==> src/rtl/ram_rr_arbiter.sv <==
// ram_rr_arbiter: shares one single-port synchronous RAM between two requesters.
// Commands arrive over valid/ready, are issued to the RAM from registers, and
// read results come back to the issuing port a fixed 3 cycles after handshake.
// Build option: define RAM_ARB_FIXED_PRIO_EN for fixed priority (port 0 always
// wins on contention, port 1 may starve); default is round-robin.
module ram_rr_arbiter #(
   parameter int AW = 3,
   parameter int DW = 4
) (
   input  logic          clk,
   input  logic          reset,
   input  logic          req0_valid,
   input  logic          req0_rw,
   input  logic [AW-1:0] req0_addr,
   input  logic [DW-1:0] req0_data,
   output logic          req0_ready,
   output logic          rd0_valid,
   output logic [DW-1:0] rd0_data,
   input  logic          req1_valid,
   input  logic          req1_rw,
   input  logic [AW-1:0] req1_addr,
   input  logic [DW-1:0] req1_data,
   output logic          req1_ready,
   output logic          rd1_valid,
   output logic [DW-1:0] rd1_data,
   output logic [AW-1:0] ram_addr,
   output logic          ram_rw,
   output logic [DW-1:0] ram_data_in,
   input  logic [DW-1:0] ram_data_out
);

   logic          w_gnt0;
   logic          w_gnt1;
   logic          w_xfer;
   logic          w_sel_rw;
   logic [AW-1:0] w_sel_addr;
   logic [DW-1:0] w_sel_data;

   logic          r_ram_rw;
   logic [AW-1:0] r_ram_addr;
   logic [DW-1:0] r_ram_din;

   logic          r_tag_vld_p0;
   logic          r_tag_id_p0;
   logic          r_tag_vld_p1;
   logic          r_tag_id_p1;

   logic          r_rd0_valid;
   logic [DW-1:0] r_rd0_data;
   logic          r_rd1_valid;
   logic [DW-1:0] r_rd1_data;

`ifndef RAM_ARB_FIXED_PRIO_EN
   logic          r_prio;
`endif

   // Grant decision: at most one ready per cycle, none while reset is held
   always_comb begin
      w_gnt0 = 1'b0;
      w_gnt1 = 1'b0;
      if (reset) begin
         if (req0_valid && req1_valid) begin
`ifdef RAM_ARB_FIXED_PRIO_EN
            w_gnt0 = 1'b1;
`else
            w_gnt0 = ~r_prio;
            w_gnt1 = r_prio;
`endif
         end else begin
            w_gnt0 = req0_valid;
            w_gnt1 = req1_valid;
         end
      end
   end

   assign w_xfer     = w_gnt0 | w_gnt1;
   assign w_sel_rw   = w_gnt1 ? req1_rw   : req0_rw;
   assign w_sel_addr = w_gnt1 ? req1_addr : req0_addr;
   assign w_sel_data = w_gnt1 ? req1_data : req0_data;

   assign req0_ready = w_gnt0;
   assign req1_ready = w_gnt1;

`ifndef RAM_ARB_FIXED_PRIO_EN
   // Priority pointer: after a transfer, favour the port that was not served
   always_ff @(posedge clk) begin
      if (!reset) begin
         r_prio <= 1'b0;
      end else if (w_xfer) begin
         r_prio <= w_gnt0;
      end
   end
`endif

   // Stage p0: issue accepted command to the RAM; idle cycles become reads so the RAM never writes spuriously
   always_ff @(posedge clk) begin
      if (!reset) begin
         r_ram_rw   <= 1'b0;
         r_ram_addr <= '0;
         r_ram_din  <= '0;
      end else if (w_xfer) begin
         r_ram_rw   <= w_sel_rw;
         r_ram_addr <= w_sel_addr;
         r_ram_din  <= w_sel_data;
      end else begin
         r_ram_rw   <= 1'b0;
      end
   end

   // Stage p0 -> p1: read tag follows its command while the RAM samples it
   always_ff @(posedge clk) begin
      if (!reset) begin
         r_tag_vld_p0 <= 1'b0;
         r_tag_id_p0  <= 1'b0;
         r_tag_vld_p1 <= 1'b0;
         r_tag_id_p1  <= 1'b0;
      end else begin
         r_tag_vld_p0 <= w_xfer & ~w_sel_rw;
         r_tag_id_p0  <= w_gnt1;
         r_tag_vld_p1 <= r_tag_vld_p0;
         r_tag_id_p1  <= r_tag_id_p0;
      end
   end

   // Stage p2: steer RAM output to the issuing port; data holds between pulses
   always_ff @(posedge clk) begin
      if (!reset) begin
         r_rd0_valid <= 1'b0;
         r_rd0_data  <= '0;
         r_rd1_valid <= 1'b0;
         r_rd1_data  <= '0;
      end else begin
         r_rd0_valid <= r_tag_vld_p1 & ~r_tag_id_p1;
         r_rd1_valid <= r_tag_vld_p1 &  r_tag_id_p1;
         if (r_tag_vld_p1 && !r_tag_id_p1) begin
            r_rd0_data <= ram_data_out;
         end
         if (r_tag_vld_p1 && r_tag_id_p1) begin
            r_rd1_data <= ram_data_out;
         end
      end
   end

   assign ram_addr    = r_ram_addr;
   assign ram_rw      = r_ram_rw;
   assign ram_data_in = r_ram_din;
   assign rd0_valid   = r_rd0_valid;
   assign rd0_data    = r_rd0_data;
   assign rd1_valid   = r_rd1_valid;
   assign rd1_data    = r_rd1_data;

endmodule

==> config.mk <==
export PLATFORM = sky130hd
export DESIGN_NAME = ram_rr_arbiter
export DESIGN_NICKNAME = d
export VERILOG_FILES = /design/src/rtl/ram_rr_arbiter.sv
export SDC_FILE = /design/constraint.sdc
export NUM_CORES = 1
export LEC_CHECK = 0
export ABC_AREA = 0
export BUFFER_PORTS_ARGS = -buffer_cell sky130_fd_sc_hd__buf_2
export CAP_MARGIN = 10
export CORE_MARGIN = 1
export CORE_UTILIZATION = 44
export DETAILED_ROUTE_END_ITERATION = 12
export GPL_TIMING_DRIVEN = 0
export PLACE_DENSITY = 0.85
export SETUP_SLACK_MARGIN = 0.05
export SYNTH_ARGS = -nofsm -noshare
export SYNTH_HDL_FRONTEND = slang
export SYNTH_SLANG_ARGS = --single-unit
==> constraint.sdc <==
create_clock -name clk -period 1.19 [get_ports clk]
set_input_delay 0.0595 -clock clk [delete_from_list [all_inputs] [get_ports clk]]
set_output_delay 0.0595 -clock clk [all_outputs]
set_load 0.005 [all_outputs]
Word level (Yosys, flattened, before mapping)
Cells that the tools add are included.
- register bits after elaboration: 23
- input port bits: 24
- output and inout port bits: 20
- logic and storage cells: 31
- multiplexer cells: 7
- bitwise logic cells: 7
- reduce and logical (&&, ||, !) cells: 5
- operators by type and width (operator ; count):
    two-way mux 1 bit ; 5
    two-way mux 4 bit ; 1
    AND 1 bit ; 3
    logical AND 1 bit ; 3
    two-way mux 3 bit ; 1
    inverter 1 bit ; 3
    AND reduction 2 bit ; 1
    zero test 1 bit ; 1
    OR 1 bit ; 1

Depth between registers and ports, before layout
Gate-level depths: netlist (run 1).
- depth in word-level cells: 6
- depth in mapped cells: 4
- depth with buffers taken out: 3

Worst setup path before layout (run 1)
OpenSTA, ideal clock, no wires.
- path type: flip-flop to flip-flop
- start point: register r_prio
- end point: register r_ram_addr[0], in the netlist ram_addr[0]
- setup time: 0.095 ns
- arrival: 0.941 ns
- required time: 1.095 ns
- setup slack: 0.154 ns
- stages on the path, launching flop included: 5
- path buffers: 1
- clock period less this slack: 1.036 ns
- path through: dfxtp_1 nand2b_1 and2_4 buf_6 o311ai_1
- elaborated cells on any way between the ends: 7
- classes of those cells: 5 x mux; 2 x bitwise
- RTL lines (element ; RTL line ; source):
    start, declared ; 54 ; logic r_prio;
    start signal, assigned ; 90 ; r_prio <= w_gnt0;
    two-way mux 1 bit (*) ; 62 ; if (req0_valid && req1_valid) begin
    two-way mux 1 bit (*) ; 61 ; if (reset) begin
    net req1_ready ; 23 ; output logic req1_ready,
    two-way mux 3 bit or OR 1 bit (tied branches) ; 78, 76 ;
    end signal, assigned ; 103 ; r_ram_addr <= w_sel_addr;
    end, declared ; 40 ; logic [AW-1:0] r_ram_addr;
Mark *: on every way through the listed nets, which the timed path passes. The rest lies on a longest branch.
A chain may end at the register's enable or synchronous reset.

Final worst setup path (run 1)
- start point: register r_prio
- end point: register r_ram_addr[1], in the netlist ram_addr[1]
- word-level cells in the longest chain between the ends: 4
- elaborated cells on any way between the ends: 7
- classes of those cells: 5 x mux; 2 x bitwise
- RTL lines (element ; RTL line ; source):
    inverter 1 bit ; 66 ; w_gnt0 = ~r_prio;
    two-way mux 1 bit ; 62 ;
    two-way mux 1 bit ; 61 ;
    OR 1 bit ; 76 ; assign w_xfer = w_gnt0 | w_gnt1;
Several ways; a longest one is shown, not always the timed one.

==> results of run 1 <==
[cells by family (layout without fill, tap and decap cells)]
kind of cell	after synthesis	count (layout)
multiplexers	4	4
flip-flops	23	23
buffers and inverters	6	61
AND/OR/NAND/NOR	50	50
AO/OA/AOI/OAI	16	16
[worst max-delay path, stage by stage, from the launching register on]
cell	delay, ps
dfxtp_2	350
nand2b_4	140
and2_4	160
o311ai_1	370
[path summary, 6_finish.rpt]
kind	to	startpoint	slack, ps	depth (start not counted)
max	ram_addr[1]$_SDFFE_PN0P_	r_prio$_SDFFE_PN0P_	50	3
max reg2reg	ram_addr[1]$_SDFFE_PN0P_	r_prio$_SDFFE_PN0P_	50	3
min reg2reg	r_tag_vld_p1$_SDFF_PN0_	r_tag_vld_p0$_SDFF_PN0_	450	1
min	ram_data_in[1]$_SDFFE_PN0P_	req1_data[1]	6	3
[power breakdown]
part	switching, mW	internal [mW]
Combinational	0.103	0.122
Clock	0.213	0.131
Sequential	0.0217	0.809
Total	0.338	1.06
[cells in the final DEF, fill, tap and decap left out, drive strengths merged]
master | synthesis | final
nor2b | 5 | 5
dfxtp | 23 | 23
clkbuf | 2 | 6
buf | 4 | 49
o21ai | 1 | 1
a21boi | 5 | 5
and3b | 1 | 1
mux2i | 4 | 4
a21bo | 1 | 1
nand2 | 21 | 21
a21oi | 2 | 2
o311ai | 7 | 7
nor2 | 2 | 2
dlygate4sd3 | 0 | 6
nand3 | 12 | 12
and2 | 5 | 5
and3 | 1 | 1
nand2b | 2 | 2
nor3b | 1 | 1
[final cells by class]
cell class                      count  share of cell area (%)
Buffer                              5                    1.76
Clock buffer                        4                    2.05
Multi-Input combinational cell     70                    33.4
Sequential cell                    23                    36.4
Tap cell                           27                    2.64
Timing Repair Buffer               52                    23.8
[state kept, by name, indices dropped and copies added (netlist names)]
name          count
ram_data_in       4
rd0_data          4
rd1_data          4
ram_addr          3
r_prio            1
r_tag_id_p0       1
r_tag_id_p1       1
r_tag_vld_p0      1
r_tag_vld_p1      1
ram_rw            1
rd0_valid         1
rd1_valid         1
[routing by layer]
metal	up-vias	global-route usage, %	part of all wire, %
li1	452	-	-
met1	380	21.0	41
met2	44	37.8	51
met3	4	5.66	6.9
met4	0	10.9	1.1
met5	-	0	0
[repair_timing]
action	CTS	global route
resized for setup	3	3
setup buffers	1	2
endpoints found under the hold margin	6	0
hold buffers	6	0
gates cloned	0	0
endpoints found under the setup margin	7	4
==> results.toml, run 1 <==
[setup_path]
worstPathMaxFanout = 7
crit_required_ps = 1370
cp_data_arrival_time_ps = 1320
worst-setup-path-type = "reg2reg"
end_kind = "flop"
startpoint_type = "flop"

[hold_path]
worstHoldPathType = "in2reg"

[global_route]
grt_pass1_wl_um = 3130
grt_max_degree = 13
grt.total_usage_pct = 20.6
grt_pass1_vias = 816
gr-total-overflow = 0
antenna_found_initial = 0

[sta]
setup_tns_ps = 0
finalCritPeriodShare_pct = 95.5
holdWs_ps = 5.50
rsz0062_at_grt = "true"
setup_ws_ps = 53.8
final_max_slew_viol_count = 0
hold_viol = 0
fin_crit_ps = 1140
slew-limit-headroom_pct = 68.6
worst_slew_pin_slew_ps = 469
finalSetupViolCount = 0
fmax_mhz = 880
fin_worst_skew_ps = 1.60

[final_layout]
nFillCells = 172
antenna_cells = 0
drive_above_1_share_pct = 37.7
multi_input_area_um2 = 427
final_area_um2 = 1280
area_growth_pct = 40.6
final_cells = 181
sequential_cell_area_um2 = 465
final_nets = 179
final_core_util_pct = 65.2

[synth]
ys_seq_elements = 23
syn_nets = 123
ys_async_sr_fraction_pct = 0
synthAdderAreaFrac_pct = 0
syn_area_per_cell_um2 = 9.19
synth_seq_area_share_pct = 50.6
yosys-top-cells-area = "dfxtp_1 51%, nand2_1 8.7%, o311ai_1 6.7%"
yosysUniqueCellTypes = 21
synth.most_common_cell = "dfxtp_1"
synth_top_area_share_pct = 50.6
syn-cell-area_um2 = 910
synth_xor_area_share_pct = 0
synth-main-ff-cell = "dfxtp_1"
synth_top_family_by_area = "simple AND/OR/NAND/NOR gates"
synth_mux_area_share_pct = 4.40
yosysTopAreaCell = "dfxtp_1"
synth_warnings = 0
netlist_instances = 99
synth_edf_count = 0
synth_common_cells = "23 x dfxtp_1, 21 x nand2_1, 12 x nand3_1"
synth_compound_area_share_pct = 13.6
yosys.area_share.simple_pct = 27.6

[floorplanning]
core_area_um2 = 1960
die_area_um2 = 2250
io_pins = 44
die_w_um = 47.5
rows = 16
initial_utilization_pct = 46.4
die_h_um = 47.5

[detailed_routing]
detail-route-antenna-nets = 0
avgRoutedWirePerCell_um = 12.1
drt_iter0_drc = 12
vias = 880
drc_errors = 0
avgViaCountPerCell = 4.86
wirelength_um = 2190
drt-pass1-iter-count = 4

[place]
gp_congestion = 0.769
dp_hpwl_um = 1460
post-place-ws_ps = 46.7
placedInstanceArea_um2 = 1160
dpl.cell_count = 169
io_buffers = 43

[power_and_ir_drop]
ir_drop_uv = 783
pwr_density_cell_nw_per_um2 = 1090
leakagePower_nw = 0.587
power_mw = 1.40

[cts]
cts_tree = "done"
clk_pin_slew_worst_paths_ps = 120
clk-insertion-delay-late_ps = 300
numCtsBuffers = 3
root_buffer = "clkbuf_4"
cts_max_path_buffers = 2
clkSinkCount = 23
cts_max_level = 1

[run_status]
status = "complete, no violations"

[flow_run]
cap_violations = 0
No activity file was read; power rests on OpenSTA's default activity.
==> run 2, diff against run 1 <==
--- a/config.mk
+++ b/config.mk
@@ -6,7 +6,7 @@
 export NUM_CORES = 1
 export LEC_CHECK = 0
 export ABC_AREA = 0
-export BUFFER_PORTS_ARGS = -buffer_cell sky130_fd_sc_hd__buf_2
+export BUFFER_PORTS_ARGS = -buffer_cell sky130_fd_sc_hd__buf_4
 export CAP_MARGIN = 10
 export CORE_MARGIN = 1
 export CORE_UTILIZATION = 44
==> run 2 against run 1 <==
Effect of this change:
- fmax grew 0.66%
- largest cell class unchanged
- critical path depth is the same
- clock skew grew 1.2 ps
- combinational power grew 11%
- non-clock buffer count shrank 4
- sequential power is essentially flat
- highest routed layer unchanged
==> results.toml, run 2 (synthesis results as in run 1) <==
[sta]
setup_tns_ps = 0
holdWs_ps = 18.1
final_max_slew_viol_count = 0
fin_worst_skew_ps = 2.83
hold_viol = 0
finalCritPeriodShare_pct = 94.8
fin_crit_ps = 1130
worst_slew_pin_slew_ps = 487
finalSetupViolCount = 0
slew-limit-headroom_pct = 67.4
rsz0062_at_grt = "true"
fmax_mhz = 886

[global_route]
antenna_found_initial = 0
gr-total-overflow = 0
grt_max_degree = 13
grt.total_usage_pct = 20.4
grt_pass1_wl_um = 3170
grt_pass1_vias = 827

[setup_path]
crit_family = "flip-flops"
worstPathMaxFanout = 8
cp_data_arrival_time_ps = 1070
path_buf_inv = 1
startpoint_type = "flop"
end_kind = "output pin"
worst-setup-path-type = "reg2out"
cp_slowest_cell = "dfxtp_2"
crit_required_ps = 1130
crit_chain = "nand2b_4, and2_4, buf_6"
cpPeakStageDelay_ps = 350

[final_layout]
layout_common_cells = "43 x buf_4, 21 x nand2_1, 21 x dfxtp_1"
final_core_util_pct = 68.8
area_growth_pct = 48.3
nFillCells = 174
final_area_um2 = 1350
multi_input_area_um2 = 427
drive_above_1_share_pct = 37.3
final_nets = 175
antenna_cells = 0
sequential_cell_area_um2 = 463
final_common_cell = "buf_4"

[floorplanning]
core_area_um2 = 1960
die_h_um = 47.5
io_pins = 44
die_w_um = 47.5
rows = 16
initial_utilization_pct = 46.4
die_area_um2 = 2250

[cts]
clk_pin_slew_worst_paths_ps = 110
clk-insertion-delay-late_ps = 290
cts_tree = "done"
root_buffer = "clkbuf_4"
cts_max_path_buffers = 2
numCtsBuffers = 3
clkSinkCount = 23
cts_max_level = 1

[detailed_routing]
drt-pass1-iter-count = 4
avgViaCountPerCell = 5.03
vias = 890
drc_errors = 0
avgRoutedWirePerCell_um = 12.0
wirelength_um = 2130
drt_iter0_drc = 17
detail-route-antenna-nets = 0

[run_status]
status = "complete, no violations"

[place]
io_buffers = 43
dp_hpwl_um = 1570
gp_congestion = 0.729
placedInstanceArea_um2 = 1270

[flow_run]
cap_violations = 0

[hold_path]
worstHoldPathType = "in2reg"

[power_and_ir_drop]
ir_drop_uv = 773
leakagePower_nw = 0.592
power_mw = 1.42
pwr_density_cell_nw_per_um2 = 1050
## run 2: changes by cell type in the layout (fill, tap and decap cells not counted)
cell           previous run  this run
buf_4                     3        43
dfxtp_4                   1         0
dfxtp_2                   1         2
clkbuf_4                  3         4
dlygate4sd3_1             6         4
buf_2                    45         2
## run 2: worst paths after layout
path | startpoint | to | slack [ps] | depth (start not counted)
max | r_prio$_SDFFE_PN0P_ | req1_ready | 60 | 3
min | req1_data[3] | ram_data_in[3]$_SDFFE_PN0P_ | 20 | 3
max reg2reg | r_tag_vld_p1$_SDFF_PN0_ | rd0_data[3]$_SDFFE_PN0P_ | 130 | 4
min reg2reg | r_tag_vld_p0$_SDFF_PN0_ | r_tag_vld_p1$_SDFF_PN0_ | 450 | 1
## run 2: tightest hold or removal path, cell delays in order
cell and delay, ps:
buf_4 80, nand3_1 60, o311ai_1 90
## run 2: through the flow
| step | setup WS, ps | instances |
|---|---|---|
| 5_1_grt | 0.994 | 177 |
| 3_3_place_gp | 94.2 | 169 |
| 3_5_place_dp | 20.3 | 169 |
| 6_report | 61.3 | 177 |
| 2_1_floorplan | 154 | 99 |
| 4_1_cts | 61.0 | 177 |
## run 2: timing repair
action / 4_1_cts / 5_1_grt
hold buffers: 4 / 0
gates resized for setup: 4 / 2
setup endpoints to repair: 9 / 4
buffers inserted: 1 / 0
hold endpoints to repair: 4 / 0
## run 2: layer usage
layer,wire length [um],GRT usage [%],vias up
met5,0,0,-
met4,27,13.1,0
met3,165,4.91,4
met2,1040,38.1,44
met1,896,19.9,393
li1,-,-,449
## run 2: report_power, final
group	total [mW]	internal, mW	switching (mW)
registers	0.833	0.810	0.0231
clock network	0.334	0.130	0.204
logic	0.250	0.151	0.0998
## run 2: cell type report
class,instances,share of cell area (%)
Clock buffer,4,1.95
Sequential cell,23,34.3
Buffer,5,1.86
Timing Repair Buffer,48,27.7
Multi-Input combinational cell,70,31.6
Tap cell,27,2.50
==> run 3, diff against run 2 <==
--- a/config.mk
+++ b/config.mk
@@ -8,6 +8,7 @@
 export ABC_AREA = 0
 export BUFFER_PORTS_ARGS = -buffer_cell sky130_fd_sc_hd__buf_4
 export CAP_MARGIN = 10
+export CORE_ASPECT_RATIO = 0.9
 export CORE_MARGIN = 1
 export CORE_UTILIZATION = 44
 export DETAILED_ROUTE_END_ITERATION = 12
==> run 3 against run 2 <==
Effect of this change:
- clock skew increased by 4.6 ps
- sequential power about the same
- die area about the same
- clock power increased by 3%
- final area increased by 1.3%
==> results.toml, run 3 (synthesis results as in run 1) <==
[sta]
finalSetupViolCount = 0
fmax_mhz = 892
fin_crit_ps = 1120
rsz0062_at_grt = "true"
hold_viol = 0
worst_slew_pin_slew_ps = 491
finalCritPeriodShare_pct = 94.2
slew-limit-headroom_pct = 67.1
setup_tns_ps = 0
final_max_slew_viol_count = 0
fin_worst_skew_ps = 7.46

[setup_path]
cpPeakStageDelay_ps = 340
crit_required_ps = 1130
worstPathMaxFanout = 8
cp_slowest_cell = "dfxtp_2"
cp_data_arrival_time_ps = 1060
end_kind = "output pin"
startpoint_type = "flop"
worst-setup-path-type = "reg2out"
crit_chain = "nand2b_4, and2_4, buf_6"

[floorplanning]
die_h_um = 45.1
io_pins = 44
die_w_um = 49.9
core_area_um2 = 1930
rows = 15
die_area_um2 = 2250
initial_utilization_pct = 47.1

[detailed_routing]
drc_errors = 0
drt-pass1-iter-count = 4
vias = 896
avgRoutedWirePerCell_um = 11.6
avgViaCountPerCell = 5.06
drt_iter0_drc = 11
wirelength_um = 2050
detail-route-antenna-nets = 0

[place]
dp_hpwl_um = 1450
gp_congestion = 0.727
dpl.cell_count = 167
io_buffers = 43

[hold_path]
worstHoldPathType = "in2reg"

[final_layout]
area_growth_pct = 50.2
final_common_cell = "buf_4"
final_cells = 177
drive_above_1_share_pct = 36.8
layout_common_cells = "44 x buf_4, 21 x nand2_1, 20 x dfxtp_1"
antenna_cells = 0
final_nets = 177
nFillCells = 150

[cts]
clk-insertion-delay-late_ps = 300
numCtsBuffers = 3
cts_max_level = 1
cts_tree = "done"
clkSinkCount = 23
root_buffer = "clkbuf_4"
clk_pin_slew_worst_paths_ps = 120
cts_max_path_buffers = 2

[power_and_ir_drop]
leakagePower_nw = 0.600
pwr_density_cell_nw_per_um2 = 1040
ir_drop_uv = 742

[flow_run]
cap_violations = 0

[global_route]
antenna_found_initial = 0
grt_max_degree = 13
grt_pass1_vias = 778
grt.total_usage_pct = 19.3
grt_pass1_wl_um = 3250
gr-total-overflow = 0

[run_status]
status = "complete, no violations"
[run 3: changes by cell type in the layout (fill, tap and decap cells not counted)]
cell	before	now
a21oi_2	1	0
dlygate4sd3_1	4	6
a21oi_1	1	2
clkbuf_4	4	3
dfxtp_1	21	20
buf_4	43	44
dfxtp_4	0	1
[run 3: area by class of cell]
| class | count | area (um2) | share of cell area [%] |
|---|---|---|---|
| flip-flops and latches | 23 | 467 | 34.2 |
| multi-input cells | 70 | 423 | 31.0 |
| clock buffers | 4 | 26.3 | 1.92 |
| well taps | 25 | 31.3 | 2.29 |
| plain buffers | 5 | 25.0 | 1.83 |
| repair buffers | 50 | 394 | 28.8 |
[run 3: worst max-delay path: cells and delay by family, from the launching register on]
family	cells	cell delay, ps
buffers and inverters	1	100
DFF	1	340
and+or+nand+nor	2	320
[run 3: per-layer routing]
layer	vias up	global-route usage (%)	part of all wire, %
li1	452	-	-
met5	-	0	0
met4	0	6.86	0.44
met2	41	34.9	50
met1	401	22.4	42
met3	2	5.05	7.4
[run 3: path summary, 6_finish.rpt]
path | end | cells after the start | from | slack (ps)
max | req1_ready | 3 | r_prio$_SDFFE_PN0P_ | 70
min reg2reg | r_tag_vld_p1$_SDFF_PN0_ | 1 | r_tag_vld_p0$_SDFF_PN0_ | 440
max reg2reg | r_tag_vld_p0$_SDFF_PN0_ | 4 | r_prio$_SDFFE_PN0P_ | 130
min | ram_data_in[3]$_SDFFE_PN0P_ | 3 | req1_data[3] | 8
[run 3: repair_timing]
item | in CTS | in global routing
hold buffers | 6 | 0
endpoints found under the hold margin | 6 | 0
setup endpoints to repair | 8 | 3
gates cloned | 0 | 0
gates resized for setup | 3 | 4
buffers inserted | 1 | 0
[run 3: per-stage QoR]
stage | area [um2] | util (%) | total power, mW | setup WS [ps] | hold slack (ps)
floorplan | 910 | - | 0.941 | 154 | 174
global placement | 1260 | 65.4 | 1.07 | 86.1 | 296
detailed placement | 1260 | 65.4 | 1.08 | 44.4 | 306
CTS | 1360 | 70.2 | 1.43 | 55.8 | 7.86
global route | 1370 | 70.7 | 1.50 | 8.74 | 2.48
finish | 1370 | 70.7 | 1.43 | 69.0 | 7.66
[run 3: power breakdown]
group	total [mW]	switching [mW]	internal, mW	leakage [nW]
Clock	0.345	0.215	0.130	0.0150
Combinational	0.251	0.0972	0.154	0.395
Sequential	0.830	0.0215	0.809	0.190
